==> src/rtl/cpu_ctrl_pkg.sv <==
// -----------------------------------------------------------------------------
// cpu_ctrl_pkg
// Shared definitions for the 8-bit CPU instruction-side control:
//   - opcode constants (INSTRUCTION[31:24])
//   - ALU SELECT codes as seen by the ALU
//   - control FSM state encoding
//   - decode_op(): opcode -> control bundle, used by cpu_control
// -----------------------------------------------------------------------------
package cpu_ctrl_pkg;

  localparam logic [7:0] OP_LOADI = 8'h00;
  localparam logic [7:0] OP_MOV   = 8'h01;
  localparam logic [7:0] OP_ADD   = 8'h02;
  localparam logic [7:0] OP_SUB   = 8'h03;
  localparam logic [7:0] OP_AND   = 8'h04;
  localparam logic [7:0] OP_OR    = 8'h05;
  localparam logic [7:0] OP_J     = 8'h06;
  localparam logic [7:0] OP_BEQ   = 8'h07;
  localparam logic [7:0] OP_BNE   = 8'h08;
  localparam logic [7:0] OP_ROR   = 8'h09;
  localparam logic [7:0] OP_HALT  = 8'hFF;

  typedef enum logic [2:0] {
    ALU_FWD = 3'b000,
    ALU_ADD = 3'b001,
    ALU_AND = 3'b010,
    ALU_OR  = 3'b011,
    ALU_ROR = 3'b100
  } alu_op_e;

  typedef enum logic [1:0] {
    ST_IDLE = 2'd0,
    ST_EXEC = 2'd1,
    ST_HALT = 2'd2
  } ctrl_state_e;

  typedef struct packed {
    alu_op_e aluop;
    logic    imm_sel;
    logic    neg_sel;
    logic    reg_write;
    logic    legal;
    logic    is_halt;
    logic    is_jump;
    logic    is_beq;
    logic    is_bne;
  } decode_t;

  // Pure opcode decode; gating by FSM state and busy-wait is done by the caller.
  function automatic decode_t decode_op(input logic [7:0] op);
    decode_t d;
    d = '{aluop: ALU_FWD, default: 1'b0};
    d.legal = 1'b1;
    case (op)
      OP_LOADI: begin d.imm_sel = 1'b1; d.reg_write = 1'b1; end
      OP_MOV:   begin d.reg_write = 1'b1; end
      OP_ADD:   begin d.aluop = ALU_ADD; d.reg_write = 1'b1; end
      OP_SUB:   begin d.aluop = ALU_ADD; d.neg_sel = 1'b1; d.reg_write = 1'b1; end
      OP_AND:   begin d.aluop = ALU_AND; d.reg_write = 1'b1; end
      OP_OR:    begin d.aluop = ALU_OR;  d.reg_write = 1'b1; end
      OP_ROR:   begin d.aluop = ALU_ROR; d.imm_sel = 1'b1; d.reg_write = 1'b1; end
      OP_J:     begin d.is_jump = 1'b1; end
      // Branches compare by subtracting: the ALU ZERO flag then means "equal".
      OP_BEQ:   begin d.aluop = ALU_ADD; d.neg_sel = 1'b1; d.is_beq = 1'b1; end
      OP_BNE:   begin d.aluop = ALU_ADD; d.neg_sel = 1'b1; d.is_bne = 1'b1; end
      OP_HALT:  begin d.is_halt = 1'b1; end
      default:  begin d.legal = 1'b0; end
    endcase
    return d;
  endfunction

endpackage

==> src/rtl/cpu_control_pc_unit.sv <==
// -----------------------------------------------------------------------------
// pc_unit
// Program counter register with sequential (PC+4) and branch-target adders.
// Ports:
//   clk          system clock, rising edge
//   rst_b        synchronous active-low reset, loads RESET_PC
//   hold         keep PC unchanged this edge (stall, idle, halt)
//   take_branch  load branch target instead of PC+4
//   offset       signed branch offset in words
//   pc           current PC
// All arithmetic wraps modulo 2^PC_W.
// -----------------------------------------------------------------------------
module pc_unit #(
  parameter int              PC_W     = 32,
  parameter logic [PC_W-1:0] RESET_PC = '0
) (
  input  logic            clk,
  input  logic            rst_b,
  input  logic            hold,
  input  logic            take_branch,
  input  logic [7:0]      offset,
  output logic [PC_W-1:0] pc
);

  logic [PC_W-1:0] pc_q;
  logic [PC_W-1:0] pc_plus4;
  logic [PC_W-1:0] offset_bytes;
  logic [PC_W-1:0] branch_target;

  assign pc_plus4      = pc_q + PC_W'(4);
  // Sign-extend the word offset, then scale to bytes.
  assign offset_bytes  = {{(PC_W-8){offset[7]}}, offset} << 2;
  assign branch_target = pc_plus4 + offset_bytes;

  always_ff @(posedge clk) begin
    if (!rst_b) begin
      pc_q <= RESET_PC;
    end else if (!hold) begin
      pc_q <= take_branch ? branch_target : pc_plus4;
    end
  end

  assign pc = pc_q;

endmodule

==> src/rtl/cpu_control.sv <==
// -----------------------------------------------------------------------------
// cpu_control
// Instruction-side control for the 8-bit CPU: owns the PC, decodes the
// instruction word, drives ALU SELECT / operand-mux controls and resolves
// beq/bne from the ALU ZERO flag.
//
// Ports:
//   CLK            system clock, rising edge
//   RESET          synchronous active-low reset
//   INSTRUCTION    instruction word {opcode, dest/offset, src1, src2/imm}
//   IMEM_BUSYWAIT  instruction memory stall; INSTRUCTION invalid while high
//   ZERO           ALU zero flag
//   PC             fetch address
//   ALUOP          ALU SELECT code
//   IMM_SEL        DATA2 from immediate
//   NEG_SEL        negate DATA2
//   IMMEDIATE      INSTRUCTION[7:0]
//   REG_WRITE      register-file write enable
//   WRITE_ADDR / READ1_ADDR / READ2_ADDR  register addresses
//   ILLEGAL        sticky undefined-opcode flag
//   RETIRED_COUNT / TAKEN_COUNT  saturating perf counters
//                  (only when CPU_CONTROL_PERF_EN is defined)
//
// state | meaning
// ------+-------------------------------------------------------------
// IDLE  | one cycle after reset release, PC holds, outputs deasserted
// EXEC  | decode INSTRUCTION, complete on first edge with no busy-wait
// HALT  | halt retired; PC frozen, outputs deasserted until reset
// -----------------------------------------------------------------------------
module cpu_control
  import cpu_ctrl_pkg::*;
#(
  parameter int              PC_W     = 32,
  parameter logic [PC_W-1:0] RESET_PC = '0
) (
  input  logic            CLK,
  input  logic            RESET,
  input  logic [31:0]     INSTRUCTION,
  input  logic            IMEM_BUSYWAIT,
  input  logic            ZERO,
  output logic [PC_W-1:0] PC,
  output logic [2:0]      ALUOP,
  output logic            IMM_SEL,
  output logic            NEG_SEL,
  output logic [7:0]      IMMEDIATE,
  output logic            REG_WRITE,
  output logic [2:0]      WRITE_ADDR,
  output logic [2:0]      READ1_ADDR,
  output logic [2:0]      READ2_ADDR,
`ifdef CPU_CONTROL_PERF_EN
  output logic [15:0]     RETIRED_COUNT,
  output logic [15:0]     TAKEN_COUNT,
`endif
  output logic            ILLEGAL
);

  ctrl_state_e state;
  logic        illegal_q;
  decode_t     dec;
  logic        in_exec;
  logic        complete;
  logic        redirect;
  logic        pc_hold;
  logic        unused_instr_bits;

  assign dec      = decode_op(INSTRUCTION[31:24]);
  assign in_exec  = (state == ST_EXEC);
  assign complete = in_exec && !IMEM_BUSYWAIT;
  assign redirect = dec.is_jump || (dec.is_beq && ZERO) || (dec.is_bne && !ZERO);
  // halt retires without moving the PC.
  assign pc_hold  = !complete || dec.is_halt;

  // Source-1 upper bits are not register-address bits on this 8-register CPU.
  assign unused_instr_bits = ^INSTRUCTION[15:11];

  always_ff @(posedge CLK) begin
    if (!RESET) begin
      state     <= ST_IDLE;
      illegal_q <= 1'b0;
    end else begin
      case (state)
        ST_IDLE: state <= ST_EXEC;
        ST_EXEC: begin
          if (!IMEM_BUSYWAIT) begin
            if (dec.is_halt) state <= ST_HALT;
            if (!dec.legal)  illegal_q <= 1'b1;
          end
        end
        ST_HALT: state <= ST_HALT;
        default: state <= ST_IDLE;
      endcase
    end
  end

  pc_unit #(
    .PC_W     (PC_W),
    .RESET_PC (RESET_PC)
  ) u_pc_unit (
    .clk         (CLK),
    .rst_b       (RESET),
    .hold        (pc_hold),
    .take_branch (redirect),
    .offset      (INSTRUCTION[23:16]),
    .pc          (PC)
  );

  // Control outputs are combinational from INSTRUCTION, gated by state.
  assign ALUOP      = in_exec ? dec.aluop : ALU_FWD;
  assign IMM_SEL    = in_exec && dec.imm_sel;
  assign NEG_SEL    = in_exec && dec.neg_sel;
  assign REG_WRITE  = complete && dec.reg_write;
  assign IMMEDIATE  = INSTRUCTION[7:0];
  assign WRITE_ADDR = INSTRUCTION[18:16];
  assign READ1_ADDR = INSTRUCTION[10:8];
  assign READ2_ADDR = INSTRUCTION[2:0];
  assign ILLEGAL    = illegal_q;

`ifdef CPU_CONTROL_PERF_EN
  logic [15:0] retired_q;
  logic [15:0] taken_q;

  always_ff @(posedge CLK) begin
    if (!RESET) begin
      retired_q <= '0;
      taken_q   <= '0;
    end else if (complete) begin
      if (retired_q != 16'hFFFF) retired_q <= retired_q + 16'd1;
      if (redirect && !dec.is_halt && taken_q != 16'hFFFF) taken_q <= taken_q + 16'd1;
    end
  end

  assign RETIRED_COUNT = retired_q;
  assign TAKEN_COUNT   = taken_q;
`else
  // Performance counters not built.
`endif

endmodule

==> config.mk <==
export PLATFORM = sky130hd
export DESIGN_NAME = cpu_control
export DESIGN_NICKNAME = d
export VERILOG_FILES = /design/src/rtl/cpu_ctrl_pkg.sv /design/src/rtl/cpu_control_pc_unit.sv /design/src/rtl/cpu_control.sv
export SDC_FILE = /design/constraint.sdc
export NUM_CORES = 1
export LEC_CHECK = 0
export CAP_MARGIN = 25
export CORE_UTILIZATION = 50
export DETAILED_ROUTE_END_ITERATION = 8
export DONT_BUFFER_PORTS = 1
export PLACE_DENSITY_LB_ADDON = 0.3
export SLEW_MARGIN = 20
export SYNTH_ARGS = -nofsm -noshare
export SYNTH_HDL_FRONTEND = slang
export SYNTH_SLANG_ARGS = --single-unit
==> constraint.sdc <==
create_clock -name CLK -period 10.3 [get_ports CLK]
set_input_delay 1.545 -clock CLK [delete_from_list [all_inputs] [get_ports CLK]]
set_output_delay 1.545 -clock CLK [all_outputs]
set_load 0.05 [all_outputs]
==> reports/results.ini, run 1 <==
[run_status]
status = complete, no violations

[floorplanning]
core_area_mm2 = 0.00785
fp.dieW_um = 92.7
start_util_pct = 52.5
placementRows = 32
die-area_mm2 = 0.00860
io_pins = 92
die_y_um = 92.7

[timing]
rsz0062_at_grt = no
finalCritPeriodShare_pct = 48.4
setup_viol = 0
hold_violations = 0
clock.fmax_mhz = 200
finClkSkew_ns = 0.00941
worst_pin_slew_ns = 0.892
timing.final.crit_period_ns = 4.99
slew_viol_final = 0
max_slew_margin_pct = 40.3
tns_ns = 0

[grt]
grt_max_degree = 41
grt_overflow = 0
grt_usage_pct = 25.7
grt_antenna_before_repair = 0
first_global_vias = 3801
grt_pass1_wl_um = 18000

[yosys]
yosysWarnings = 0
synthArstFlopShare_pct = 0
synth.area.top_cells = dfxtp_1, ha_1, a21oi_1
synth_area_mm2 = 0.00412
synth_seq_cells = 33
netlist_instances = 569
yosysSeqAreaShare_pct = 16.0
synth_edf_count = 0
syn_area_per_cell_um2 = 7.23
synth_cell_types = 59
yosys.area.top_type_share_pct = 16.0
yosysTopAreaCell = dfxtp_1
synth_ff_type = dfxtp_1

[worst_setup_path]
path_delay_family = simple AND/OR/NAND/NOR gates
slowest_stage = dfxtp_1
critical_path.max_stage_delay_ns = 0.74
critPathLaunch = u_pc_unit.pc[4]
arrival_ns = 5.21
r2r_end = u_pc_unit.pc[31]
path_depth = 17
timing.reg2reg.setup_slack_ns = 5.31
path_max_fanout = 8
timing.critical_path.buf_inv = 0
worst_setup_path_start_kind = flip-flop
worstPathRequired_ns = 10.52
critical_path_class = reg2reg
crit_path_end = u_pc_unit.pc[31]
path_cells = and3_1 -> nand3_1 -> nor2_1 -> nor3b_4 -> and3_1 -> xor2_1 -> ha_1 -> a21oi_1 -> o31ai_2 -> a211oi_1 -> a31oi_4 -> and3_4 -> a41oi_1 -> mux2i_1 -> nand3_1 -> mux2i_1 -> mux2i_1
reg2reg_from = u_pc_unit.pc[4]
reg2regPathDepth = 17
cp_common_cell = mux2i_1
crit_path_end_kind = flip-flop

[detailed_routing]
viasPerCell = 6.29
drtPass1Iterations = 4
wl_met1_um = 4880
vias = 4012
antenna_left = 0
top_layer = met4
routed_wl_um = 11000
drt_iter0_drc = 246
wl_met2_um = 5040
wl_met3_um = 773
wl_per_cell_um = 17.2
drc = 0

[placed_design]
io_buffers = 0
dp_hpwl_um = 7880
post_dp_cell_area_mm2 = 0.00407
gp_congestion = 0.893
placed_cells = 630

[clocking]
cts_buffers = 5
clk_latency_ns = 0.30
cts_max_path_buffers = 2
cts_num_sinks = 33
holdBufCountCts = 0
clkTransAtPathRegs_ns = 0.07
h-tree-depth = 2
clock-root-buffer = clkbuf_8
cts_tree = done
cts_resized = 0
postCtsSetupBuffers = 0

[finish]
fin_area_mm2 = 0.00419
finalNonFillerCells = 638
layout.nets = 611
post-route-util_pct = 53.4
areaGrowthSynthToFinish_pct = 1.73
insertedDiodeCount = 0
layout-drive-gt1-share_pct = 6.53

[power_and_ir_drop]
p_int_mw = 0.290
power_frac_clock_pct = 26.7
peakVddDrop_uv = 64.8
comb_power_share_pct = 35.4
p_sw_share_pct = 42.2
p_per_area_mw_per_mm2 = 120
p_leak_nw = 1.70
p_switching_mw = 0.212
pwr-share-seq_pct = 37.9
finalPower_mw = 0.502

[worst_hold_path]
min_path_type = reg2reg

[run]
cap_violations = 0

per-stage QoR:
stage	worst slack (ns)	hold WS, ns
final	5.31	0.619
after global routing	5.07	0.677
after CTS	5.36	0.627
after detailed placement	5.42	0.610
after global placement	5.34	0.585
after floorplan	4.90	0.565
flip-flops by register name (all words and copies together), names as in the netlist:
| signal | cells |
|---|---|
| state | 2 |
| u_pc_unit.pc | 30 |
| ILLEGAL | 1 |
worst min-delay path by stage:
stage          endpoint  cells after the start      from
6_report       state[1]                      4  state[1]
5_1_grt        state[1]                      4  state[1]
4_1_cts        state[1]                      4  state[1]
3_5_place_dp   state[1]                      4  state[1]
3_3_place_gp   state[1]                      4  state[1]
2_1_floorplan  state[1]                      4  state[1]
power by group through the flow:
stage	clock network (mW)	registers, mW	logic [mW]
final	0.134	0.190	0.177
after global routing	0.142	0.192	0.197
after CTS	0.135	0.190	0.175
after detailed placement	0	0.193	0.173
after global placement	0	0.193	0.167
after floorplan	0	0.188	0.161
layout by cell type (no fill, tap or decap), types with 3 or more instances in the layout:
| cell type | count |
|---|---|
| a211oi_1 | 7 |
| and3_1 | 13 |
| clkbuf_8 | 6 |
| a21o_1 | 11 |
| and3_4 | 5 |
| a21oi_1 | 54 |
| o21a_1 | 3 |
| nand2b_1 | 6 |
| dfxtp_1 | 33 |
| and4_1 | 3 |
| ha_1 | 39 |
| o21ai_1 | 3 |
| nand3b_1 | 6 |
| and2_1 | 3 |
| or3_1 | 3 |
| inv_1 | 11 |
| a311oi_1 | 4 |
| nor2_1 | 55 |
| xnor2_1 | 28 |
| a31oi_1 | 9 |
| nand2_1 | 54 |
| a22oi_1 | 5 |
| buf_4 | 6 |
| nor3_1 | 10 |
| nand3_1 | 26 |
| xor2_1 | 21 |
| nor4_1 | 4 |
| nand4_1 | 13 |
| mux2i_1 | 5 |
| o21ai_0 | 43 |
| nor2b_1 | 6 |
cells by family after synthesis:
logic type      count (synthesis)  share of synthesized area [%]
compound gates                161                           24.5
buf+inv                        59                           7.29
simple gates                  220                           27.7
xor+xnor                       50                           10.8
mux                             5                           1.22
fa+ha+maj                      40                           12.3
flops                          33                           16.0
other cells                     1                         0.0911
layer usage:
metal	vias to the layer above	GRT usage, %
li1	1977	-
met1	1883	32.1
met2	130	43.6
met3	22	5.01
met4	0	9.23
met5	-	0
cell type report:
cell class,count,area [µm²]
timing repair buffer,6,45.0
clock buffer,7,86.3
tap,102,128
clock inverter,1,30.0
sequential,33,661
fill,775,3660
inverter,11,41.3
multi-input combinational,478,3200
cell usage after synthesis, types with 7 or more instances:
master and n:
a31oi_1 9, buf_4 20, nand2_1 54, a211oi_1 7
ha_1 39, nor3_1 11, o21ai_0 43, and3_1 13
xor2_1 21, nor2_1 55, nand3_1 26, inv_1 11
nand4_1 13, xnor2_1 28, dfxtp_1 33, a21oi_1 54
clkbuf_1 25, a21o_1 11
tightest hold or removal path: stages, from the launching register on:
cell and delay (ns):
dfxtp_1 0.31, inv_1 0.06, nor2_1 0.10, a21oi_1 0.04, nor2_1 0.07
(Power assumes the default switching activity.)
==> run 2: changes to the inputs <==
clock period = 4.5 ns   (was 10.3 ns; I/O delays follow)
==> run 2 against run 1 <==
Wire length increased by 1.5%. Cell count is 4.9% higher. Via count increased by 3.7%. Sequential power rose by 87%. Non-clock buffer count grew 31. Combinational power grew to 2.9 times the previous value. Fmax grew 18%. Sequential share of layout area down 0.81 points. Count of clock-buffer cells in the layout is the same. Critical path depth unchanged. Core utilization grew 2.9 points. Worst hold slack worse by 0.13 ns.
==> reports/results.ini, run 2 (same netlist as run 1, synthesis figures left out) <==
[worst_setup_path]
crit_path_end_kind = flip-flop  ; unchanged
path_max_fanout = 8  ; unchanged
arrival_ns = 4.46  ; was 5.21 ns
critical_path_class = reg2reg  ; unchanged
critical_path.max_stage_delay_ns = 0.41  ; was 0.74 ns
worst_setup_path_start_kind = flip-flop  ; unchanged
path_cells = ha_1 -> nand3_1 -> nor2_2 -> nor3b_4 -> and3_1 -> xor2_1 -> ha_1 -> a21oi_1 -> o31ai_2 -> a211oi_1 -> a31oi_4 -> and3_4 -> a41oi_1 -> mux2i_1 -> nand3_1 -> mux2i_1 -> mux2i_1  ; was and3_1 -> nand3_1 -> nor2_1 -> nor3b_4 -> and3_1 -> xor2_1 -> ha_1 -> a21oi_1 -> o31ai_2 -> a211oi_1 -> a31oi_4 -> and3_4 -> a41oi_1 -> mux2i_1 -> nand3_1 -> mux2i_1 -> mux2i_1
timing.critical_path.buf_inv = 0  ; unchanged
worstPathRequired_ns = 4.73  ; was 10.52 ns
cp_common_cell = mux2i_1  ; unchanged
slowest_stage = dfxtp_1  ; unchanged
path_delay_family = simple AND/OR/NAND/NOR gates  ; unchanged

[clocking]
cts_buffers = 5  ; unchanged
cts_num_sinks = 33  ; unchanged
h-tree-depth = 2  ; unchanged
cts_max_path_buffers = 2  ; unchanged
clkTransAtPathRegs_ns = 0.09  ; was 0.07 ns
clock-root-buffer = clkbuf_8  ; unchanged
clk_latency_ns = 0.30  ; about the same
cts_tree = done  ; unchanged

[finish]
largest_register_ffs = 30  ; unchanged
final_cell_mix = nor2_1, nand2_1, a21oi_1  ; unchanged
layout.nets = 642  ; was 611
insertedDiodeCount = 0  ; unchanged
layout-drive-gt1-share_pct = 11.8  ; was 6.53%
areaGrowthSynthToFinish_pct = 7.23  ; was 1.73%

[worst_hold_path]
min_path_type = in2reg  ; was reg2reg

[grt]
use_met3_pct = 5.67  ; was 5.01%
grt_busiest_layer = met2  ; unchanged
grt_overflow = 0  ; unchanged
grt_use_met1_pct = 30.3  ; was 32.1%
grt_antenna_before_repair = 0  ; unchanged
grt_util_met2_pct = 47.1  ; was 43.6%
grt_pass1_wl_um = 17900  ; was 18000 µm
first_global_vias = 3831  ; was 3801
grt_max_degree = 33  ; was 41
grt_usage_pct = 25.7  ; about the same

[timing]
timing.final.crit_period_ns = 4.24  ; was 4.99 ns
clock.fmax_mhz = 236  ; was 200 MHz
max_slew_margin_pct = 41.1  ; was 40.3%
finClkSkew_ns = 0.0127  ; was 0.00941 ns
finalCritPeriodShare_pct = 94.1  ; was 48.4%
tns_ns = 0  ; unchanged
worst_pin_slew_ns = 0.881  ; was 0.892 ns
slew_viol_final = 0  ; unchanged
rsz0062_at_grt = no  ; unchanged
setup_viol = 0  ; unchanged
hold_violations = 0  ; unchanged

[floorplanning]
core_area_mm2 = 0.00785  ; unchanged
placementRows = 32  ; unchanged
die-area_mm2 = 0.00860  ; unchanged
start_util_pct = 52.5  ; unchanged
io_pins = 92  ; unchanged
fp.dieW_um = 92.7  ; unchanged
die_y_um = 92.7  ; unchanged

[detailed_routing]
drt_iter0_drc = 254  ; was 246
viasPerCell = 6.22  ; was 6.29
drtPass1Iterations = 5  ; was 4
vias = 4160  ; was 4012
routed_wl_um = 11100  ; was 11000 µm
drc = 0  ; unchanged
wl_per_cell_um = 16.7  ; was 17.2 µm
antenna_left = 0  ; unchanged

[run_status]
status = complete, no violations  ; unchanged

[power_and_ir_drop]
p_leak_nw = 1.86  ; was 1.70 nW
peakVddDrop_uv = 142  ; was 64.8 µV
finalPower_mw = 1.18  ; was 0.502 mW
p_per_area_mw_per_mm2 = 266  ; was 120 mW/mm²

[run]
cap_violations = 0  ; unchanged

[placed_design]
gp_congestion = 0.863  ; was 0.893
dp_hpwl_um = 8210  ; was 7880 µm
io_buffers = 0  ; unchanged

## run 2: cell types whose count changed in the layout (fill, tap and decap cells not counted)
cell	change
nor2_1	-1
nor2_2	+1
nor4_2	+1
nor4_4	-1
buf_4	+31
## run 2: through the flow
stage	hold WS, ns	util [%]	area (µm²)	std cells	setup WS (ns)
3_5_place_dp	0.575	54.4	4270	658	0.221
5_1_grt	0.479	56.3	4410	669	0.0352
6_report	0.488	56.3	4410	669	0.263
2_1_floorplan	0.565	-	4120	570	0.301
3_3_place_gp	0.559	54.4	4270	658	0.293
4_1_cts	0.481	55.9	4390	666	0.168
## run 2: repair_timing
item | 4_1_cts | 5_1_grt
setup buffers | 0 | 3
hold buffers | 0 | 0
gates resized for setup | 0 | 1
hold endpoints to repair | 0 | 0
endpoints found under the setup margin | 0 | 1
## run 2: power breakdown
part	internal [mW]	switching (mW)	leakage [nW]
combinational	0.184	0.326	1.54
clock	0.181	0.129	0.0585
sequential	0.322	0.0338	0.267
## run 2: path summary, 6_finish.rpt
check                           slack, ns       startpoint  cells past startpoint               end
worst max-delay path                 0.26  u_pc_unit.pc[3]                     17  u_pc_unit.pc[31]
worst min-delay path                 0.49            RESET                      2  u_pc_unit.pc[26]
worst max register to register       0.26  u_pc_unit.pc[3]                     17  u_pc_unit.pc[31]
worst min register to register       0.59  u_pc_unit.pc[8]                      2   u_pc_unit.pc[8]
## run 2: layer usage
layer | part of all wire, % | vias to the layer above
li1 | - | 2042
met1 | 43 | 1947
met2 | 48 | 147
met3 | 7.7 | 24
met4 | 1.8 | 0
met5 | 0 | -
## run 2: worst register-to-register path, cell delays in order, from the launching register on
cell and delay (ns):
dfxtp_1 0.41, ha_1 0.18, nand3_1 0.22, nor2_2 0.27, nor3b_4 0.31, and3_1 0.23
xor2_1 0.19, ha_1 0.35, a21oi_1 0.22, o31ai_2 0.10, a211oi_1 0.36, a31oi_4 0.08
and3_4 0.23, a41oi_1 0.33, mux2i_1 0.22, nand3_1 0.11, mux2i_1 0.19, mux2i_1 0.19
## run 2: layout make-up
| class | count | area, µm² |
|---|---|---|
| Tap cell | 102 | 128 |
| Clock buffer | 7 | 86.3 |
| Clock inverter | 1 | 30.0 |
| Timing Repair Buffer | 37 | 278 |
| Inverter | 11 | 41.3 |
| Fill cell | 750 | 3430 |
| Multi-Input combinational cell | 478 | 3190 |
| Sequential cell | 33 | 661 |
